[src/rtl/m3_dequant_zz.sv]
// Dequantizer and zigzag-to-row-major writer for one 8x8 coefficient block.
// Optional macro M3DQ_SAT_EN: saturate instead of wrap when the shifted value overflows COEF_W.
module m3_dequant_zz #(
    parameter int IN_W   = 9,
    parameter int COEF_W = 16,
    parameter int RAM_AW = 7,
    parameter int BASE   = 0
) (
    input  logic                   CLOCK_50_I,
    input  logic                   Reset,
    input  logic                   blk_start,
    input  logic                   q_sel,
    input  logic                   coef_valid,
    input  logic signed [IN_W-1:0] coef_value,
    input  logic [5:0]             coef_run,
    input  logic                   coef_eob,
    output logic                   coef_ready,
    output logic [RAM_AW-1:0]      ram_address,
    output logic [31:0]            ram_write_data,
    output logic                   ram_we,
    output logic                   busy,
    output logic                   blk_done,
    output logic                   err
);

    localparam int WIDE_W = ((IN_W + 6 > COEF_W) ? IN_W + 6 : COEF_W) + 1;

    typedef enum logic [2:0] {
        IDLE,
        WAIT,
        ZERO,
        WRITE,
        FILL,
        DONE
    } state_t;

    // Row-major position of each zigzag index.
    localparam logic [5:0] ZZ_POS [0:63] = '{
        6'd0,  6'd1,  6'd8,  6'd16, 6'd9,  6'd2,  6'd3,  6'd10,
        6'd17, 6'd24, 6'd32, 6'd25, 6'd18, 6'd11, 6'd4,  6'd5,
        6'd12, 6'd19, 6'd26, 6'd33, 6'd40, 6'd48, 6'd41, 6'd34,
        6'd27, 6'd20, 6'd13, 6'd6,  6'd7,  6'd14, 6'd21, 6'd28,
        6'd35, 6'd42, 6'd49, 6'd56, 6'd57, 6'd50, 6'd43, 6'd36,
        6'd29, 6'd22, 6'd15, 6'd23, 6'd30, 6'd37, 6'd44, 6'd51,
        6'd58, 6'd59, 6'd52, 6'd45, 6'd38, 6'd31, 6'd39, 6'd46,
        6'd53, 6'd60, 6'd61, 6'd54, 6'd47, 6'd55, 6'd62, 6'd63
    };

    // Shift per diagonal (row + column); entry 15 is unreachable padding.
    localparam logic [2:0] SHIFT_Q0 [0:15] = '{
        3'd3, 3'd2, 3'd3, 3'd3, 3'd4, 3'd4, 3'd5, 3'd5,
        3'd6, 3'd6, 3'd6, 3'd6, 3'd6, 3'd6, 3'd6, 3'd0
    };
    localparam logic [2:0] SHIFT_Q1 [0:15] = '{
        3'd3, 3'd1, 3'd1, 3'd1, 3'd2, 3'd2, 3'd3, 3'd3,
        3'd4, 3'd4, 3'd4, 3'd5, 3'd5, 3'd5, 3'd5, 3'd0
    };

    state_t                 state_reg, state_next;
    logic [5:0]             k_reg, k_next;
    logic [5:0]             run_reg, run_next;
    logic signed [IN_W-1:0] value_reg, value_next;
    logic                   q_sel_reg, q_sel_next;
    logic                   err_reg, err_next;

    logic                   coef_ready_reg;
    logic                   ram_we_reg;
    logic                   busy_reg;
    logic                   blk_done_reg;
    logic [RAM_AW-1:0]      ram_address_reg;
    logic [31:0]            ram_write_data_reg;

    logic [2:0]             shift_sel [0:15];
    logic [5:0]             pos_next;
    logic [3:0]             diag_next;
    logic [2:0]             shift_next;
    logic [RAM_AW-1:0]      addr_next;
    logic signed [WIDE_W-1:0] value_ext;
    logic signed [COEF_W-1:0] coef_res;
    logic [31:0]            data_next;
    logic                   we_next;

    genvar gi;
    generate
        for (gi = 0; gi < 16; gi++) begin : g_shift
            assign shift_sel[gi] = q_sel_next ? SHIFT_Q1[gi] : SHIFT_Q0[gi];
        end
    endgenerate

    always_comb begin
        state_next = state_reg;
        k_next     = k_reg;
        run_next   = run_reg;
        value_next = value_reg;
        q_sel_next = q_sel_reg;
        err_next   = err_reg;
        case (state_reg)
            IDLE: begin
                if (blk_start) begin
                    state_next = WAIT;
                    k_next     = 6'd0;
                    err_next   = 1'b0;
                    q_sel_next = q_sel;
                end
            end
            WAIT: begin
                if (coef_valid) begin
                    if (coef_eob) begin
                        state_next = FILL;
                    end else begin
                        value_next = coef_value;
                        run_next   = coef_run;
                        state_next = (coef_run != 6'd0) ? ZERO : WRITE;
                    end
                end
            end
            ZERO: begin
                k_next   = k_reg + 6'd1;
                run_next = run_reg - 6'd1;
                // A zero landing on 63 leaves no slot for the pending value.
                if (k_reg == 6'd63) begin
                    err_next   = 1'b1;
                    state_next = DONE;
                end else if (run_reg == 6'd1) begin
                    state_next = WRITE;
                end
            end
            WRITE: begin
                k_next     = k_reg + 6'd1;
                state_next = (k_reg == 6'd63) ? DONE : WAIT;
            end
            FILL: begin
                k_next = k_reg + 6'd1;
                if (k_reg == 6'd63) begin
                    state_next = DONE;
                end
            end
            DONE: begin
                state_next = IDLE;
            end
            default: begin
                state_next = IDLE;
            end
        endcase
    end

    // Outputs are precomputed from the next state so the write lands in the
    // same cycle the state register shows the writing state.
    always_comb begin
        pos_next   = ZZ_POS[k_next];
        diag_next  = {1'b0, pos_next[5:3]} + {1'b0, pos_next[2:0]};
        shift_next = shift_sel[diag_next];
        addr_next  = RAM_AW'(BASE) + RAM_AW'(pos_next);
        value_ext  = WIDE_W'(value_next);
`ifdef M3DQ_SAT_EN
        begin
            logic signed [WIDE_W-1:0] wide_shl;
            logic signed [WIDE_W-1:0] wide_max;
            logic signed [WIDE_W-1:0] wide_min;
            wide_shl = value_ext <<< shift_next;
            wide_max = {{(WIDE_W-COEF_W+1){1'b0}}, {(COEF_W-1){1'b1}}};
            wide_min = {{(WIDE_W-COEF_W+1){1'b1}}, {(COEF_W-1){1'b0}}};
            if (wide_shl > wide_max) begin
                coef_res = wide_max[COEF_W-1:0];
            end else if (wide_shl < wide_min) begin
                coef_res = wide_min[COEF_W-1:0];
            end else begin
                coef_res = wide_shl[COEF_W-1:0];
            end
        end
`else
        coef_res = COEF_W'(value_ext <<< shift_next);
`endif
        we_next   = (state_next == ZERO) || (state_next == WRITE) || (state_next == FILL);
        data_next = (state_next == WRITE) ? 32'(coef_res) : 32'd0;
    end

    always_ff @(posedge CLOCK_50_I) begin
        if (Reset) begin
            state_reg          <= IDLE;
            k_reg              <= 6'd0;
            run_reg            <= 6'd0;
            value_reg          <= '0;
            q_sel_reg          <= 1'b0;
            err_reg            <= 1'b0;
            coef_ready_reg     <= 1'b0;
            ram_we_reg         <= 1'b0;
            busy_reg           <= 1'b0;
            blk_done_reg       <= 1'b0;
            ram_address_reg    <= '0;
            ram_write_data_reg <= 32'd0;
        end else begin
            state_reg          <= state_next;
            k_reg              <= k_next;
            run_reg            <= run_next;
            value_reg          <= value_next;
            q_sel_reg          <= q_sel_next;
            err_reg            <= err_next;
            coef_ready_reg     <= (state_next == WAIT);
            ram_we_reg         <= we_next;
            busy_reg           <= (state_next != IDLE);
            blk_done_reg       <= (state_next == DONE);
            ram_address_reg    <= we_next ? addr_next : '0;
            ram_write_data_reg <= data_next;
        end
    end

    assign coef_ready     = coef_ready_reg;
    assign ram_we         = ram_we_reg;
    assign busy           = busy_reg;
    assign blk_done       = blk_done_reg;
    assign err            = err_reg;
    assign ram_address    = ram_address_reg;
    assign ram_write_data = ram_write_data_reg;

endmodule

[config.mk]
export PLATFORM = sky130hd
export DESIGN_NAME = m3_dequant_zz
export DESIGN_NICKNAME = d
export VERILOG_FILES = /design/src/rtl/m3_dequant_zz.sv
export SDC_FILE = /design/constraint.sdc
export NUM_CORES = 1
export LEC_CHECK = 0
export ABC_AREA = 0
export BUFFER_PORTS_ARGS = -buffer_cell sky130_fd_sc_hd__buf_2
export CAP_MARGIN = 20
export CORE_MARGIN = 2
export CORE_UTILIZATION = 50
export CTS_CLUSTER_SIZE = 14
export DETAILED_ROUTE_END_ITERATION = 6
export PLACE_DENSITY = 0.76
export SYNTH_ARGS = -nofsm -noshare
export SYNTH_HDL_FRONTEND = slang
export SYNTH_SLANG_ARGS = --single-unit
[constraint.sdc]
create_clock -name CLOCK_50_I -period 4.8 [get_ports CLOCK_50_I]
set_input_delay 0.48 -clock CLOCK_50_I [delete_from_list [all_inputs] [get_ports CLOCK_50_I]]
set_output_delay 0.48 -clock CLOCK_50_I [all_outputs]
set_load 0.05 [all_outputs]
==> results.md <==
- Status: finished clean
- Hold Path Class: in2reg
- Crit-path most repeated cell: buf_4
- First-pass GRT wire length: 13300 um
- Met3 WL: 304 um
- Highest-delay cell along the critical path: dfxtp_4
- Synth cell types: 63
- Max reg flops: 16
- Synth Warn #: 0
- Dpl hpwl: 6180 um
- CTS buffer count: 5
- Final-report hold violation count: 0
- Vias/cell: 5.82
- Number of H-tree levels: 2
- Final number of setup-violating endpoints: 0
- Initial core utilization: 51.0%
- Total core area: 6680 um2
- Fin nets: 523
- Synthesis-to-layout area growth: 23.0%
- Worst Setup End Kind: flop
- Synth area leaders: dfxtp_1 31%, ha_1 6.6%, nor2_1 5.7%, buf_4 4.4%, a21oi_1 4.0%
- Synth Area per Inst: 8.34 um2
- CTS tree: done
- Worst Max-Slew Pin Slew: 0.882 ns
- Post-route minimum period: 4.63 ns
- Placement Rows: 30
- Layout cells sized above 1: 34.5%
- Clk_lat worst skew: 0.31 ns
- # port buffers: 63
- Seq/Total Area, Yosys: 30.6%
- Maximum fanout along the worst path: 7
- Overall global routing resource usage: 21.9%
- Detailed Routing Iterations Pass 1: 4
- Drt initial violations: 146
- Ys flop type: dfxtp_1
- Final Max Slew Viols: 0
- Netlist Area Pre-Place: 3400 um2
- Post-DRT Antenna Nets: 0
- Crit Path Category: reg2reg
- Arr. time, crit path: 4.81 ns
- Yosys reg bits: 52
- Hold buffers post-CTS: 0
- Overall Power: 0.000890 W
- Slew headroom: 41.2%
- Element type at the critical path start: flop
- WL met1: 3660 um
- Crit path required time: 4.99 ns
- Die Wd: 86.5 um
- # IOs: 65
- Total wire length: 8350 um
- Cell Pwr Density: 212 nW/um2
- Synth async-reset ratio: 0%
- CTS clk-pin slew, worst paths: 0.10 ns
- Largest net degree at the start of global routing: 29
- Fmax: 0.216 GHz
- Syn Inst Count: 408
- Max Cap Viol: 0
- Metal2 WL: 4220 um
- Largest stage delay on the critical path: 0.38 ns
- Die height: 86.5 um
- Clock root buffer master: clkbuf_8
- Syn nets: 448
- Top-area cell type share of the netlist area: 30.6%
- Diode count: 0
- Die ar.: 7480 um2
- VDD IR max: 109 uV
- Final period util: 96.4%
- RePlAce Congestion: 0.937
- Crit path cell chain: buf_4 -> nor3b_4 -> nor2_4 -> o21bai_1 -> buf_4 -> and2_1 -> nor2_4 -> buf_4 -> a221oi_1 -> a32o_1 -> ha_1 -> a21o_1 -> a21oi_4 -> mux2_2 -> or3_4 -> mux4_2 -> mux2i_2 -> o21ai_0 -> nor2b_1
- DRC Markers: 0
- Vias in the first global route: 2960
- Clock sink count: 52
- Min Hold Slack: 0.420 ns
- Clock Path Buffers: 2
- Post-synth EDFFs: 0
- Yosys top cell by area: dfxtp_1
- Overflow after GRT: 0
- DR WL/cell: 14.8 um
- Routed via count: 3280
- Initial antenna violation count: 0
- Clock skew: 0.0144 ns
- Top Layer Used: met4
- Leakage: 1.90 nW
## cells in the mapped netlist, types with 3 or more instances
cell type	number
dfxtp_1	52
o311ai_0	4
a21oi_1	27
o21ai_0	13
inv_1	9
nor2b_1	7
mux4_2	4
nand2b_1	3
a221oi_1	4
a22oi_1	4
a211oi_1	12
or3_1	5
mux2i_1	13
buf_2	6
a211o_1	3
nand3_1	10
a21boi_0	5
a32o_1	3
and2_1	7
a21o_1	4
o21a_1	4
mux2_2	3
nand2_1	36
o211ai_1	8
a31oi_1	7
nor3_1	11
nor2_1	52
buf_4	20
clkbuf_1	10
and3_1	4
ha_1	18
## stage by stage
step	cells	utilization (%)	setup WS (ns)	TNS [ns]	cell area [um2]
floorplan	408	-	0.0244	0	3470
global placement	548	58.5	0.0519	0	3910
detailed placement	548	58.5	-0.0594	-0.249	3910
CTS	556	59.8	0.00654	0	4000
global route	564	62.7	-0.0382	-0.160	4190
finish	564	62.7	0.174	0	4190
## kinds of logic after synthesis
family	Yosys count	synth area share, %
AOI/OAI and AO/OA	110	22.0
buffers and inverters	49	8.27
and+or+nand+nor	152	22.1
muxes	22	9.00
xor gates and xnor gates	3	0.772
DFF	52	30.6
adders and majority gates	19	7.20
other	1	0.110
## what timing repair did
item / in CTS / in global routing
endpoints found under the setup margin: 8 / 12
buffers inserted: 0 / 8
endpoints found under the hold margin: 0 / 0
gates resized for setup: 2 / 41
pin swaps: 1 / 16
## critical path, delay by kind of cell (launching register included)
kind	cells	cell delay, ns
mux	3	0.87
simple gates	6	1.23
fa+ha+maj	1	0.27
buf+inv	3	0.47
compound gates	6	1.27
flops	1	0.38
## layer usage
layer	global-route usage, %	vias up
met5	0	-
met4	8.38	0
met3	2.48	16
met2	38.9	82
met1	27.1	1570
li1	-	1612
## cells in the final DEF (no fill, tap or decap), drive strengths merged, types with 4 or more instances in the layout
cell type and n:
dfxtp 52, a21oi 29, or3 6, a221oi 4, a211oi 12, nor3 12
a31oi 7, clkbuf 5, buf 107, inv 10, nand3 10, a22oi 4
nand2 36, and3 4, and2 7, o211ai 8, o311ai 5, a21o 4
o21a 4, nor2b 7, mux4 6, o21ai 13, ha 18, nor2 53
a21boi 6, mux2i 13
## where the power goes
part           total [W]  internal [W]  switching [W]
sequential      0.000450      0.000442     0.00000801
clock           0.000245      0.000102       0.000143
combinational   0.000195     0.0000818       0.000113
total           0.000890      0.000626       0.000264
## layout make-up
cell class	instances	area (um2)
timing repair buffer	107	657
multi-input combinational	307	2260
fill	562	2490
clock inverter	3	18.8
tap	80	100
sequential	52	1050
inverter	10	37.5
clock buffer	5	68.8
## worst paths after layout
check	start	end	slack, ns	cells past startpoint
worst max register to register	state_reg[1]$_SDFF_PP0_	ram_write_data[4]$_SDFF_PP0_	0.17	19
worst min register to register	value_reg[2]$_SDFF_PP0_	value_reg[2]$_SDFF_PP0_	0.48	2
worst min-delay path	coef_value[2]	value_reg[2]$_SDFF_PP0_	0.42	3
worst max-delay path	state_reg[1]$_SDFF_PP0_	ram_write_data[4]$_SDFF_PP0_	0.17	19
No activity file was read; power rests on OpenSTA's default activity.
